[config.mk]
export PLATFORM = sky130hd
export DESIGN_NAME = adj_key_timebase
export DESIGN_NICKNAME = d
export VERILOG_FILES = /design/src/rtl/clock_pkg.sv /design/src/rtl/key_channel.sv /design/src/rtl/adj_key_timebase.sv
export SDC_FILE = /design/constraint.sdc
export NUM_CORES = 1
export LEC_CHECK = 0
export BUFFER_PORTS_ARGS = -buffer_cell sky130_fd_sc_hd__buf_2
export CAP_MARGIN = 15
export CELL_PAD_IN_SITES_DETAIL_PLACEMENT = 1
export CELL_PAD_IN_SITES_GLOBAL_PLACEMENT = 1
export CORE_ASPECT_RATIO = 0.5
export CORE_MARGIN = 3
export CORE_UTILIZATION = 47
export DETAILED_ROUTE_END_ITERATION = 10
export HOLD_SLACK_MARGIN = 0.02
export PLACE_DENSITY = 0.84
export SLEW_MARGIN = 20
export SYNTH_ARGS = -nofsm -noshare
export SYNTH_HDL_FRONTEND = slang
export SYNTH_SLANG_ARGS = --single-unit
[constraint.sdc]
create_clock -name CP50 -period 2.65 [get_ports CP50]
set_clock_uncertainty 0.15 [all_clocks]
set_input_delay 0 -clock CP50 [delete_from_list [all_inputs] [get_ports CP50]]
set_output_delay 0 -clock CP50 [all_outputs]
set_load 0.02 [all_outputs]
[src/rtl/clock_pkg.sv]
// Shared definitions for the wall-clock front end.
//   key_state_e : debounce/auto-repeat FSM state encoding of a key channel
//   clog2       : bits needed to index n values (minimum 1)
//   max3        : largest of three integers, used to size the key counter
package clock_pkg;

  typedef enum logic [2:0] {
    KS_IDLE     = 3'd0,
    KS_PRESS_DB = 3'd1,
    KS_HELD     = 3'd2,
    KS_REPEAT   = 3'd3,
    KS_REL_DB   = 3'd4
  } key_state_e;

  function automatic int clog2(input int n);
    int r;
    r = 0;
    while ((1 << r) < n) r++;
    return (r < 1) ? 1 : r;
  endfunction

  function automatic int max3(input int a, input int b, input int c);
    int m;
    m = (a > b) ? a : b;
    return (m > c) ? m : c;
  endfunction

endpackage

[src/rtl/key_channel.sv]
// One adjust-key channel: 2-FF synchroniser, debounce, single pulse per
// accepted press and auto-repeat while held. The FSM only advances on
// sample_i; pulse_o is registered and high for exactly one clock.
//   clk_i      system clock
//   rst_ni     synchronous active-low reset
//   sample_i   one-cycle sample strobe (1 ms tick)
//   key_raw_i  asynchronous key level, 1 = pressed
//   pulse_o    one-cycle increment strobe
module key_channel
  import clock_pkg::*;
#(
  parameter int DEBOUNCE_TICKS     = 20,
  parameter int REPEAT_DELAY_TICKS = 500,
  parameter int REPEAT_RATE_TICKS  = 100
) (
  input  logic clk_i,
  input  logic rst_ni,
  input  logic sample_i,
  input  logic key_raw_i,
  output logic pulse_o
);

  localparam int CNT_W =
    clog2(max3(DEBOUNCE_TICKS, REPEAT_DELAY_TICKS, REPEAT_RATE_TICKS) + 1);

  logic             sync1_q, sync2_q;
  key_state_e       state_q, state_d;
  logic [CNT_W-1:0] cnt_q, cnt_d, cnt_inc;
  logic             pulse_q, pulse_d;

  assign cnt_inc = cnt_q + 1'b1;

  always_comb begin
    state_d = state_q;
    cnt_d   = cnt_q;
    pulse_d = 1'b0;
    if (sample_i) begin
      unique case (state_q)
        KS_IDLE: begin
          if (sync2_q) begin
            state_d = KS_PRESS_DB;
            cnt_d   = CNT_W'(1);
          end
        end
        KS_PRESS_DB: begin
          if (!sync2_q) begin
            state_d = KS_IDLE;
            cnt_d   = '0;
          end else if (cnt_inc == CNT_W'(DEBOUNCE_TICKS)) begin
            state_d = KS_HELD;
            cnt_d   = '0;
            pulse_d = 1'b1;
          end else begin
            cnt_d = cnt_inc;
          end
        end
        KS_HELD, KS_REPEAT: begin
          if (!sync2_q) begin
            state_d = KS_REL_DB;
            cnt_d   = CNT_W'(1);
          end else if (cnt_inc == ((state_q == KS_HELD) ? CNT_W'(REPEAT_DELAY_TICKS)
                                                         : CNT_W'(REPEAT_RATE_TICKS))) begin
            state_d = KS_REPEAT;
            cnt_d   = '0;
            pulse_d = 1'b1;
          end else begin
            cnt_d = cnt_inc;
          end
        end
        KS_REL_DB: begin
          // A bounce back to pressed resumes the hold without a new pulse.
          if (sync2_q) begin
            state_d = KS_HELD;
            cnt_d   = '0;
          end else if (cnt_inc == CNT_W'(DEBOUNCE_TICKS)) begin
            state_d = KS_IDLE;
            cnt_d   = '0;
          end else begin
            cnt_d = cnt_inc;
          end
        end
        default: begin
          state_d = KS_IDLE;
          cnt_d   = '0;
        end
      endcase
    end
  end

  always_ff @(posedge clk_i) begin
    if (!rst_ni) begin
      sync1_q <= 1'b0;
      sync2_q <= 1'b0;
      state_q <= KS_IDLE;
      cnt_q   <= '0;
      pulse_q <= 1'b0;
    end else begin
      sync1_q <= key_raw_i;
      sync2_q <= sync1_q;
      state_q <= state_d;
      cnt_q   <= cnt_d;
      pulse_q <= pulse_d;
    end
  end

  assign pulse_o = pulse_q;

endmodule

[src/rtl/adj_key_timebase.sv]
// Front end of the wall-clock core: 1 ms sample tick, EN-gated 1 Hz tick
// and two conditioned adjust-key strobes.
//   CP50        system clock, all logic on posedge
//   nCR         synchronous active-low reset
//   EN          count enable; 0 freezes the 1 Hz divider
//   AdjH_raw    hour key, asynchronous, 1 = pressed
//   AdjM_raw    minute key, asynchronous, 1 = pressed
//   Tick1ms     one-cycle pulse every CLK_HZ/SAMPLE_HZ cycles
//   Tick1Hz     one-cycle pulse every SAMPLE_HZ sample ticks while EN=1
//   AdjH_pulse  one-cycle hour-increment strobe
//   AdjM_pulse  one-cycle minute-increment strobe
module adj_key_timebase
  import clock_pkg::*;
#(
  parameter int CLK_HZ             = 50_000_000,
  parameter int SAMPLE_HZ          = 1_000,
  parameter int DEBOUNCE_TICKS     = 20,
  parameter int REPEAT_DELAY_TICKS = 500,
  parameter int REPEAT_RATE_TICKS  = 100
) (
  input  logic CP50,
  input  logic nCR,
  input  logic EN,
  input  logic AdjH_raw,
  input  logic AdjM_raw,
  output logic Tick1ms,
  output logic Tick1Hz,
  output logic AdjH_pulse,
  output logic AdjM_pulse
);

  localparam int SAMPLE_DIV = CLK_HZ / SAMPLE_HZ;
  localparam int DIV_W      = clog2(SAMPLE_DIV);
  localparam int SEC_W      = clog2(SAMPLE_HZ);

  logic [DIV_W-1:0] div_cnt_q, div_cnt_d;
  logic [SEC_W-1:0] sec_cnt_q, sec_cnt_d;
  logic             tick1ms_q, tick1hz_q;
  logic             div_wrap, sec_wrap;

  assign div_wrap = (div_cnt_q == DIV_W'(SAMPLE_DIV - 1));
  assign sec_wrap = (sec_cnt_q == SEC_W'(SAMPLE_HZ - 1));

  // The seconds divider steps on the same strobe that sets Tick1ms, so
  // Tick1Hz lands in the same cycle as the Tick1ms that completes the second.
  always_comb begin
    div_cnt_d = div_wrap ? '0 : div_cnt_q + 1'b1;
    sec_cnt_d = sec_cnt_q;
    if (div_wrap && EN) begin
      sec_cnt_d = sec_wrap ? '0 : sec_cnt_q + 1'b1;
    end
  end

  always_ff @(posedge CP50) begin
    if (!nCR) begin
      div_cnt_q <= '0;
      sec_cnt_q <= '0;
      tick1ms_q <= 1'b0;
      tick1hz_q <= 1'b0;
    end else begin
      div_cnt_q <= div_cnt_d;
      sec_cnt_q <= sec_cnt_d;
      tick1ms_q <= div_wrap;
      tick1hz_q <= div_wrap && EN && sec_wrap;
    end
  end

  assign Tick1ms = tick1ms_q;
  assign Tick1Hz = tick1hz_q;

  key_channel #(
    .DEBOUNCE_TICKS    (DEBOUNCE_TICKS),
    .REPEAT_DELAY_TICKS(REPEAT_DELAY_TICKS),
    .REPEAT_RATE_TICKS (REPEAT_RATE_TICKS)
  ) u_key_h (
    .clk_i    (CP50),
    .rst_ni   (nCR),
    .sample_i (tick1ms_q),
    .key_raw_i(AdjH_raw),
    .pulse_o  (AdjH_pulse)
  );

  key_channel #(
    .DEBOUNCE_TICKS    (DEBOUNCE_TICKS),
    .REPEAT_DELAY_TICKS(REPEAT_DELAY_TICKS),
    .REPEAT_RATE_TICKS (REPEAT_RATE_TICKS)
  ) u_key_m (
    .clk_i    (CP50),
    .rst_ni   (nCR),
    .sample_i (tick1ms_q),
    .key_raw_i(AdjM_raw),
    .pulse_o  (AdjM_pulse)
  );

endmodule

---- Word level (Yosys, flattened, before mapping) ----
Cells that the tools add are included.
operators by class
  equality and inequality tests ........... 22
  bitwise operators ....................... 1
  add/sub/neg operators ................... 4
  reduce and logical (&&, ||, !) cells .... 12
  muxes and demuxes ....................... 43
operators with widths
  cell                     number
  $mux W9                  14
  $pmux W9 S4              2
  $mux W3                  14
  $pmux W3 S4              2
  $add A9 B1 Y9 const B    2
  $eq A9 B5 Y1 const B     2
  $eq A9 B9 Y1             2
  $add A16 B1 Y16 const B  1
  $eq A16 B16 Y1 const B   1
  $eq A3 B2 Y1 const B     4
  $ne A3 B3 Y1 const B     4
  $add A10 B1 Y10 const B  1
  $eq A10 B10 Y1 const B   1
  $mux W10                 1
  $reduce_and A5 Y1        2
  $mux W1                  8
  $eq A3 B1 Y1 const B     2
  $eq A3 B3 Y1 const B     2
  $logic_not A3 Y1         2
  $ne A3 B1 Y1 const B     2
  $reduce_and A2 Y1        3
  $reduce_or A2 Y1         3
  $ne A2 B1 Y1 const B     2
  $pmux W1 S2              2
  2 further kinds          3
storage, ports and cells
  output and inout bits ................... 4
  word-level logic and storage cells ...... 96
  bits in registers ....................... 58

---- Depth between registers and ports, before layout ----
Gate-level depths: netlist of the first run.
  word-level depth ........................ 6
  depth in mapped cells ................... 9

---- Cells and area by module ----
Synthesis of the first run repeated with hierarchy kept, for this count alone.
second synthesis, totals
  cells, all modules ...................... 383
  area, all modules ....................... 3402.0 sq um
by module, submodules not included
  module            area an instance (sq um)  seq. area each (sq um)  instances  cells each
  key_channel       1006.0                    300.3                   2          113
  adj_key_timebase  1390.1                    560.5                   1          157

---- Worst setup path after synthesis of the first run ----
OpenSTA, ideal clock, no wires.
  path type ............................... register to register
  from .................................... register u_key_m.cnt_q[0]
  to ...................................... register u_key_m.cnt_q[1]
  data arrival time ....................... 2.075 ns
  period minus slack after synthesis ...... 2.352 ns
  stages on the path, launching flop included .. 10
  library setup time ...................... 0.128 ns
  setup slack ............................. 0.298 ns
  cell sequence ........................... dfxtp_1 > ha_1 > nand3_1 > and2_1 > or4_1 > nor2_1 > o31ai_4 > buf_4 > a32oi_1 > nor2_1
on the way
  word-level cells in the longest chain between the ends .. 5
  elaborated cells on any way between the ends .. 9
  classes of those cells .................. add/sub (1); eq/ne (2); mux (6)
RTL lines
  item                                                 line                                                     source
  start: declaration                                   key_channel.sv:28                                        logic [CNT_W-1:0] cnt_q, cnt_d, cnt_inc;
  start signal: assignment                             key_channel.sv:101                                       cnt_q <= cnt_d;
  $add A9 B1 Y9 *                                      key_channel.sv:31                                        assign cnt_inc = cnt_q + 1'b1;
  $eq A9 B5 Y1 / $eq A9 B9 Y1 (equally long branches)  key_channel.sv:49, key_channel.sv:75, key_channel.sv:61
  $mux W9, on equally long branches                    key_channel.sv:49, key_channel.sv:75, key_channel.sv:61
  $mux W9, on equally long branches                    key_channel.sv:72, key_channel.sv:46, key_channel.sv:58
  $pmux W9 S4 *                                        key_channel.sv:38                                        unique case (state_q)
Mark *: on every way between the ends. The rest lies on a longest branch, timed or not.
A chain may end at the register's enable or synchronous reset.

---- Worst setup path after layout of the first run ----
  from .................................... register u_key_m.cnt_q[0]
  to ...................................... register u_key_m.cnt_q[7]
Same word-level chain as after synthesis.

==> results of run 1 <==
[repair_timing]
item	4_1_cts	5_1_grt
hold endpoints to repair	13	0
hold buffers	6	0
endpoints found under the setup margin	0	20
buffers inserted	0	3
resized for setup	0	8
[area by class of cell]
cell class | instances | area share, %
clock buffer | 12 | 7.34
clock inverter | 4 | 0.689
inverter | 11 | 1.14
multi-input combinational | 296 | 50.4
sequential | 58 | 32.0
tap | 88 | 3.03
timing repair buffer | 25 | 5.38
[metal layers]
| layer | global-route usage (%) | share of wire (%) |
|---|---|---|
| met1 | 26.2 | 44 |
| met2 | 40.8 | 50 |
| met3 | 6.73 | 4.2 |
| met4 | 7.49 | 1.9 |
| met5 | 0 | 0 |
[sequential cells by signal, summed over array words and instances (netlist names)]
register,cells
Tick1ms,1
u_key_m.pulse_o,1
u_key_h.sync2_q,1
u_key_m.sync2_q,1
u_key_h.cnt_q,9
u_key_m.cnt_q,9
div_cnt_q,16
u_key_h.state_q,3
Tick1Hz,1
u_key_h.sync1_q,1
u_key_h.pulse_o,1
sec_cnt_q,10
u_key_m.sync1_q,1
u_key_m.state_q,3
[worst min path at each step]
stage	start	endpoint	slack, ns	depth (start not counted)
after floorplan	AdjH_raw	u_key_h.sync1_q	-0.02	1
after global placement	AdjM_raw	u_key_m.sync1_q	0.05	2
after detailed placement	AdjM_raw	u_key_m.sync1_q	0.07	2
after CTS	u_key_h.sync1_q	u_key_h.sync2_q	0.29	1
after global routing	u_key_h.sync1_q	u_key_h.sync2_q	0.32	1
final	u_key_h.sync1_q	u_key_h.sync2_q	0.30	1
[cells in the mapped netlist, types with 10 or more instances]
cell type  number  area, sq um
a31oi_1        15         93.8
o21ai_0        18         90.1
nand3_1        21          105
inv_1          11         41.3
a21oi_1        12         60.1
xor2_1         14          123
clkbuf_1       17         63.8
nor2_1         60          225
nand2_1        32          120
nor3_1         10         50.1
dfxtp_1        58         1160
[worst reg2reg max path, stage by stage, from the launching register on]
cell and delay (ns):
dfxtp_1 0.43, ha_4 0.21, nand3_1 0.10, and2_1 0.23
or4_1 0.56, nor2_2 0.20, o31ai_4 0.11, buf_12 0.17
a31oi_1 0.17, a31oi_1 0.06
[cells by family (layout without fill, tap and decap cells)]
kind of cell    after synthesis  after routing  share of synthesized area [%]
flops                        58             58                           37.8
simple gates                187            187                           31.9
buf+inv                      30             52                           3.83
mux                           1              1                          0.326
compound gates               81             81                           17.9
fa+ha+maj                     4              4                           1.63
xor+xnor                     23             23                           6.55
[report_power, final]
| part | internal, mW | total (mW) | switching, mW | leakage (nW) |
|---|---|---|---|---|
| clock network | 0.704 | 1.10 | 0.401 | 0.141 |
| registers | 0.883 | 0.894 | 0.0110 | 0.469 |
| logic | 0.0249 | 0.0596 | 0.0347 | 0.689 |
| total | 1.61 | 2.06 | 0.446 | 1.30 |
==> out/qor.csv, run 1 <==
stage,metric,value,unit
die,io pins,9,
grt,initial antenna violation count,0,
sta,Final Hold Viols,0,
place,Area after DPL,3210,sq um
cts,CTS tree,done,
sta,worst relative slew slack,61.0,%
critical_path,Crit. path cell count,9,
cts,clock slew seen by the registers of the worst setup and hold paths,0.05,ns
finish,layout cells sized above 1,13.3,%
place,DP Cell Count,469,
yosys,Yosys reg bits,58,
critical_path,"CP delay by family, top",simple AND/OR/NAND/NOR gates,
critical_path,Crit Path Category,reg -> reg,
detailed_routing,ANT nets after route,0,
detailed_routing,DRC viols,0,
yosys,"Net Count, Synth",393,
finish,Filler Cells Inserted,761,
finish,fin util,58.5,%
critical_path,startpoint types,flip-flop,
place,PortBufs,8,
grt,first-pass GRT wire length,14.1,mm
grt,total track usage,22.8,%
critical_path,r2r setup slk,0.12,ns
finish,area of the multi-input gates,1830,sq um
critical_path,CP Data Required Time,2.69,ns
run,# Max-Cap Violations,0,
detailed_routing,Avg WL per Cell,17.3,um
sta,Max Slew Vio Count,0,
die,core box area,6210,sq um
cts,Longest Clk Path Bufs,2,
place,hpwl dp,5.53,mm
yosys,library cells used by synthesis,62,
critical_path,slowest cell delay on critical path,0.56,ns
die,Die Y,63.2,um
yosys,Synth Instances,384,
cts,CTS Buf Count,9,
yosys,mapped cell area,3070,sq um
critical_path,crit path capture type,flip-flop,
die,row count,20,
critical_path,CP endpoint,u_key_m.cnt_q[7],
yosys,Yosys warning total,0,
critical_path,sequence of cells on the critical path,"ha_4, nand3_1, and2_1, or4_1, nor2_2, o31ai_4, buf_12, a31oi_1, a31oi_1",
cts,Clock Latency Late Sink,0.33,ns
pwr,Static Leak,1.30,nW
die,die area,7610,sq um
grt,GRT overflow,0,
sta,final setup TNS,0,ns
pwr,Pwr Density,567,nW/um^2
place,gpl congestion,0.842,
grt,vias in the first global route,2995,
pwr,peak supply drop,0.320,mV
critical_path,crit path from,u_key_m.cnt_q[0],
yosys,register area share after synthesis,37.8,%
finish,post-route design area,3630,sq um
critical_path,worst path bufs/invs,1,
yosys,Post-synth EDFFs,0,
cts,clk sink count,58,
critical_path,crit path max fanout,12,
sta,hold_ws,0.303,ns
die,Initial Utilization,49.5,%
critical_path,FF-to-FF Start,u_key_m.cnt_q[0],
critical_path,"Max stage delay cell, worst path",or4_1,
finish,Register Area,1160,sq um
outcome,status,"complete, no violations",
detailed_routing,First-pass DRT Iterations,4,
critical_path,FF-to-FF path depth,9,
finish,# nets final,410,
sta,setup violators final,0,
yosys,Mean Syn Cell Area,8.01,sq um
cts,H-Tree Depth,3,
sta,Worst-Margin Slew,0.585,ns
finish,Finished Layout Cells,494,
detailed_routing,Detailed Route WL,8.56,mm
yosys,"Primary FF master, synth",dfxtp_1,
die,Die W,120,um
finish,Syn-to-layout area delta,18.1,%
sta,post-route clock period utilization,95.5,%
cts,root buffer cell,clkbuf_16,
finish,"most common cell after layout, fill and taps aside",nor2_1,
yosys,Async SR Flop Fraction,0,%
grt,largest net degree at the start of global routing,21,
detailed_routing,via/cell ratio,5.98,
finish,"commonest cells after routing, fill and taps aside","nor2_1, dfxtp_1, nand2_1",
critical_path,CP arrival,2.57,ns
finish,Antenna Cells,0,
detailed_routing,DR iter-0 viols,144,
worst_hold_path,worst hold path class,reg -> reg,
critical_path,CP dominant cell by count,a31oi_1,
pwr,Tot Pwr,2.06,mW
sta,slack of the critical path,0.119,ns
place,post-place setup slack,0.0181,ns
sta,Peak Freq,395,MHz
sta,minimum clock period,2.53,ns
detailed_routing,DR vias,2954,
critical_path,worst flop-to-flop path endpoint,u_key_m.cnt_q[7],
(Power assumes the default switching activity.)
==> run 2: changes to the inputs <==
--- a/config.mk
+++ b/config.mk
@@ -11,10 +11,10 @@
 export CELL_PAD_IN_SITES_GLOBAL_PLACEMENT = 1
 export CORE_ASPECT_RATIO = 0.5
 export CORE_MARGIN = 3
-export CORE_UTILIZATION = 47
+export CORE_UTILIZATION = 42
 export DETAILED_ROUTE_END_ITERATION = 10
 export HOLD_SLACK_MARGIN = 0.02
-export PLACE_DENSITY = 0.84
+export PLACE_DENSITY = 0.8
 export SLEW_MARGIN = 20
 export SYNTH_ARGS = -nofsm -noshare
 export SYNTH_HDL_FRONTEND = slang
==> constraint.sdc (replaced) <==
create_clock -name CP50 -period 2.26 [get_ports CP50]
set_clock_uncertainty 0.15 [all_clocks]
set_input_delay 0 -clock CP50 [delete_from_list [all_inputs] [get_ports CP50]]
set_output_delay 0 -clock CP50 [all_outputs]
set_load 0.02 [all_outputs]
==> run 2 against run 1 <==
Against the previous run: the flow now finishes with violations (negative setup slack); die area grew 11%; clock power up 15%; combinational power up 46%; cell count up 11%; via count is 12% higher; hold slack worse by 0.0030 ns; sequential power is 17% higher; critical path depth is 1 higher; flip-flop and latch count unchanged; wire length rose by 28%; critical path type unchanged; largest power group unchanged.
==> out/qor.csv, run 2 (synthesized netlist as in run 1, its figures left out) <==
stage,metric,value,unit
outcome,status,finished with violations,
outcome,failing checks,negative setup slack,
finish,max reg flops,16,
pwr,Sw Ratio,22.2,%
finish,area of the multi-input gates,1990,sq um
detailed_routing,DR iter-0 viols,235,
critical_path,slowest cell delay on critical path,0.37,ns
detailed_routing,via/cell ratio,6.04,
cts,CTS tree,done,
finish,Register Area,1180,sq um
grt,first-pass GRT wire length,17.1,mm
finish,layout cells sized above 1,30.4,%
detailed_routing,Detailed Route WL,10.9,mm
detailed_routing,Avg WL per Cell,19.8,um
die,Die W,127,um
critical_path,Crit Path Category,reg -> reg,
sta,post-route clock period utilization,103,%
sta,hold_ws,0.300,ns
cts,CTS Buf Count,9,
sta,Final Hold Viols,0,
critical_path,crit path capture type,flip-flop,
pwr,Pwr Density,573,nW/um^2
finish,Filler Cells Inserted,817,
worst_hold_path,worst hold path class,reg -> reg,
cts,clock slew seen by the registers of the worst setup and hold paths,0.06,ns
critical_path,crit path max fanout,7,
critical_path,"Max stage delay cell, worst path",o31ai_4,
sta,RSZ-0062 raised after global routing,yes,
critical_path,sequence of cells on the critical path,"ha_4, and2_4, o21ai_1, a32oi_2, nor4_2, buf_4, o31ai_4, buf_4, nor2_2, o221a_2",
pwr,Static Leak,1.58,nW
pwr,clock power share,52.7,%
pwr,Switch Pwr,0.531,mW
critical_path,CP dominant cell by count,buf_4,
place,PortBufs,8,
finish,"commonest cells after routing, fill and taps aside","buf_4, nor2_1, dfxtp_1",
die,row count,21,
grt,initial antenna violation count,1,
pwr,sequential share of power,43.7,%
sta,worst relative slew slack,63.5,%
grt,largest net degree at the start of global routing,21,
cts,Longest Clk Path Bufs,2,
finish,Syn-to-layout area delta,36.0,%
finish,# nets final,462,
cts,clk sink count,58,
sta,Worst-Margin Slew,0.540,ns
detailed_routing,DRC viols,0,
place,gpl congestion,0.907,
sta,setup violators final,4,
sta,Peak Freq,430,MHz
place,hpwl dp,6.51,mm
finish,fin util,60.7,%
detailed_routing,DR vias,3321,
worst_hold_path,Worst Hold Launch,u_key_m.sync1_q,
sta,minimum clock period,2.33,ns
detailed_routing,First-pass DRT Iterations,5,
finish,"Most flops, register",div_cnt_q,
pwr,cell-internal power,1.87,mW
critical_path,FF-to-FF Start,u_key_m.cnt_q[1],
cts,root buffer cell,clkbuf_16,
grt,vias in the first global route,3456,
grt,total track usage,26.0,%
place,post-place setup slack,-0.237,ns
die,Initial Utilization,44.7,%
cts,H-Tree Depth,3,
die,die area,8440,sq um
critical_path,CP arrival,2.39,ns
die,core box area,6880,sq um
critical_path,startpoint types,flip-flop,
die,Die Y,66.5,um
sta,slack of the critical path,-0.0653,ns
pwr,Gate power share,3.6,%
grt,GRT overflow,0,
finish,Largest regs,"div_cnt_q: 16 flops, sec_cnt_q: 10 flops",
cts,Clock Latency Late Sink,0.33,ns
critical_path,crit path from,u_key_m.cnt_q[1],
sta,Max Slew Vio Count,0,
detailed_routing,ANT nets after route,0,
pwr,peak supply drop,0.392,mV
die,io pins,9,
finish,"most common cell after layout, fill and taps aside",buf_4,
run,# Max-Cap Violations,0,
critical_path,CP Data Required Time,2.33,ns
[run 2: metal layers]
layer | up-vias | part of all wire [%] | global-route usage (%)
met5 | - | 0 | 0
met4 | 0 | 3.4 | 10.6
met3 | 44 | 5.3 | 6.49
met2 | 110 | 53 | 51.9
met1 | 1645 | 38 | 26.2
li1 | 1522 | - | -
[run 2: power by group through the flow]
| stage | logic (mW) | registers, mW | clock network, mW |
|---|---|---|---|
| floorplan | 0.0423 | 1.06 | 0 |
| global placement | 0.0676 | 1.06 | 0 |
| detailed placement | 0.0721 | 1.07 | 0 |
| CTS | 0.0833 | 1.05 | 1.27 |
| global route | 0.0940 | 1.05 | 1.33 |
| finish | 0.0869 | 1.05 | 1.26 |
[run 2: worst paths after layout]
check / end / slack, ns / cells after the start
max: u_key_m.state_q[0] / -0.07 / 10
min: u_key_m.sync2_q / 0.30 / 1
max reg2reg: u_key_m.state_q[0] / -0.07 / 10
min reg2reg: u_key_m.sync2_q / 0.30 / 1
[run 2: per-stage QoR]
stage          setup TNS (ns)  power, mW  instances  instance area (sq um)
2_1_floorplan               0       1.11        384                   3090
3_3_place_gp           -0.183       1.13        517                   3560
3_5_place_dp           -0.942       1.14        517                   3560
4_1_cts               -0.0690       2.40        546                   4030
5_1_grt                 -1.45       2.47        550                   4180
6_report               -0.180       2.40        550                   4180
[run 2: timing repair]
item	in CTS	in global routing
hold buffers	6	0
hold endpoints to repair	14	0
cloned	0	0
pin swaps	15	10
gates resized for setup	20	34
endpoints found under the setup margin	15	48
setup buffers	8	7
[run 2: cell type report]
class,count,area share (%)
antenna,1,0.0599
clock buffer,13,6.23
clock inverter,2,0.299
inverter,11,0.988
multi-input combinational,296,47.6
sequential,58,28.2
tap,92,2.75
timing repair buffer,77,13.9
[run 2: critical path, delay by kind of cell (launching register included)]
family | cells | cell delay, ns
compound gates | 4 | 0.91
fa+ha+maj | 1 | 0.17
simple gates | 3 | 0.28
buf+inv | 2 | 0.34
flops | 1 | 0.36
==> run 3: changes to the inputs <==
--- a/config.mk
+++ b/config.mk
@@ -11,10 +11,11 @@
 export CELL_PAD_IN_SITES_GLOBAL_PLACEMENT = 1
 export CORE_ASPECT_RATIO = 0.5
 export CORE_MARGIN = 3
-export CORE_UTILIZATION = 42
+export CORE_UTILIZATION = 44
+export CTS_BUF_LIST = sky130_fd_sc_hd__clkbuf_8
 export DETAILED_ROUTE_END_ITERATION = 10
 export HOLD_SLACK_MARGIN = 0.02
-export PLACE_DENSITY = 0.8
+export PLACE_DENSITY = 0.83
 export SLEW_MARGIN = 20
 export SYNTH_ARGS = -nofsm -noshare
 export SYNTH_HDL_FRONTEND = slang
==> run 3 against run 2 <==
Against the previous run: the flow still finishes with violations (negative setup slack); worst setup slack got worse by 0.12 ns; critical endpoint is now u_key_m.cnt_q[1]; final area decreased by 2.8%; global-route usage decreased by 1.8 points; clock-buffer cell count decreased by 4; register-to-register slack got worse by 0.12 ns; fmax decreased by 5.1%; power decreased by 12%; combinational power increased by 12%; via count increased by 2.5%; wire length increased by 9.5%; non-clock buffer count decreased by 7; clock power decreased by 24%.
==> out/qor.csv, run 3 (synthesized netlist as in run 1, its figures left out) <==
stage,metric,value,unit
outcome,status,finished with violations,
outcome,failing checks,negative setup slack,
detailed_routing,DR iter-0 viols,346,
die,row count,20,
grt,first-pass GRT wire length,15.8,mm
place,Area after DPL,3530,sq um
critical_path,FF-to-FF path depth,8,
die,io pins,9,
sta,Worst-Margin Slew,0.616,ns
sta,Max Slew Vio Count,0,
die,Die Y,65.1,um
cts,CTS Buf Count,9,
finish,Largest regs,"div_cnt_q: 16 flops, sec_cnt_q: 10 flops",
finish,Antenna Cells,0,
finish,# nets final,455,
finish,Syn-to-layout area delta,32.2,%
grt,vias in the first global route,3312,
die,Die W,124,um
sta,post-route clock period utilization,108,%
grt,largest net degree at the start of global routing,21,
critical_path,CP arrival,2.52,ns
cts,Clock Latency Late Sink,0.36,ns
pwr,Pwr Density,517,nW/um^2
cts,CTS tree,done,
cts,H-Tree Depth,3,
place,gpl congestion,0.958,
finish,fin util,63.4,%
critical_path,crit path capture type,flip-flop,
sta,Peak Freq,408,MHz
grt,total track usage,24.2,%
die,core box area,6410,sq um
finish,"Most flops, register",div_cnt_q,
die,Initial Utilization,48.0,%
place,hpwl dp,6.31,mm
critical_path,CP Data Required Time,2.33,ns
finish,area of the multi-input gates,1980,sq um
cts,clock slew seen by the registers of the worst setup and hold paths,0.08,ns
sta,setup violators final,15,
detailed_routing,DR vias,3405,
finish,layout cells sized above 1,27.3,%
detailed_routing,via/cell ratio,6.32,
finish,max reg flops,16,
critical_path,startpoint types,flip-flop,
worst_hold_path,Hold Crit Depth,1,
detailed_routing,Avg WL per Cell,22.2,um
worst_hold_path,worst hold path class,reg -> reg,
detailed_routing,ANT nets after route,0,
finish,post-route design area,4060,sq um
sta,worst relative slew slack,58.9,%
detailed_routing,Detailed Route WL,12.0,mm
cts,Longest Clk Path Bufs,2,
finish,Finished Layout Cells,539,
pwr,Static Leak,1.51,nW
grt,initial antenna violation count,0,
sta,RSZ-0062 raised after global routing,yes,
critical_path,Crit Path Category,reg -> reg,
cts,root buffer cell,clkbuf_8,
sta,slack of the critical path,-0.190,ns
finish,Filler Cells Inserted,785,
sta,hold_ws,0.291,ns
sta,minimum clock period,2.45,ns
grt,GRT overflow,0,
place,PortBufs,8,
sta,Final Hold Viols,0,
place,DP Cell Count,506,
run,# Max-Cap Violations,0,
detailed_routing,First-pass DRT Iterations,5,
finish,Register Area,1180,sq um
detailed_routing,DRC viols,0,
pwr,peak supply drop,0.373,mV
finish,"commonest cells after routing, fill and taps aside","nor2_1, dfxtp_1, buf_4",
critical_path,crit path max fanout,6,
cts,clk sink count,58,
finish,"most common cell after layout, fill and taps aside",nor2_1,
die,die area,8090,sq um
sta,final setup TNS,-1.23,ns
==> run 3: cell types whose count changed in the layout (fill, tap and decap cells not counted), moves of 5 or more <==
cell | previous run | this run
nor2_2 | 6 | 1
clkbuf_8 | 2 | 9
dfxtp_2 | 10 | 3
clkbuf_16 | 9 | 1
dfxtp_1 | 47 | 52
nor2_1 | 53 | 59
buf_4 | 61 | 51
==> run 3: stage by stage <==
stage / setup slack [ns] / total power [mW]
6_report: -0.190 / 2.10
5_1_grt: -0.242 / 2.17
4_1_cts: 0.000412 / 2.07
3_5_place_dp: -0.115 / 1.14
3_3_place_gp: 0.0253 / 1.13
2_1_floorplan: 0.0465 / 1.11
==> run 3: metal layers <==
metal | global-route usage, % | routed length, um | vias to the layer above
met2 | 44.7 | 5930 | 155
met4 | 9.02 | 411 | 0
li1 | - | - | 1510
met3 | 6.49 | 703 | 43
met1 | 27.3 | 4910 | 1697
met5 | 0 | 0 | -
==> run 3: where the power goes <==
part           internal (mW)  switching [mW]
registers               1.03          0.0112
clock network          0.497           0.465
logic                 0.0395          0.0579
==> run 3: worst paths after layout <==
kind | startpoint | end | slack, ns
min reg2reg | div_cnt_q[0] | div_cnt_q[0] | 0.29
max reg2reg | u_key_m.cnt_q[3] | u_key_m.cnt_q[1] | -0.19
max | u_key_m.cnt_q[3] | u_key_m.cnt_q[1] | -0.19
min | div_cnt_q[0] | div_cnt_q[0] | 0.29
==> run 3: critical path, stage by stage, from the launching register on <==
cell and delay, ns:
dfxtp_4 0.38, nor2_1 0.19, nand4_1 0.24, or4_4 0.61, nor2_4 0.15, o31ai_4 0.11, buf_4 0.17, a32oi_1 0.20
nor2_1 0.09
==> run 3: final cells by class <==
type / count / share of cell area [%]
multi-input cells: 296 / 48.7
flip-flops and latches: 58 / 28.9
repair buffers: 70 / 14.0
clock buffers: 9 / 3.05
well taps: 88 / 2.71
clock inverters: 7 / 1.54
inverters: 11 / 1.02
==> run 3: repair_timing <==
action                     CTS  global route
setup buffers                2             9
pin swaps                    5            19
hold endpoints to repair    20             0
gates resized for setup     14            31
setup endpoints to repair   15            33
hold buffers                 6             0
cloned                       0             1
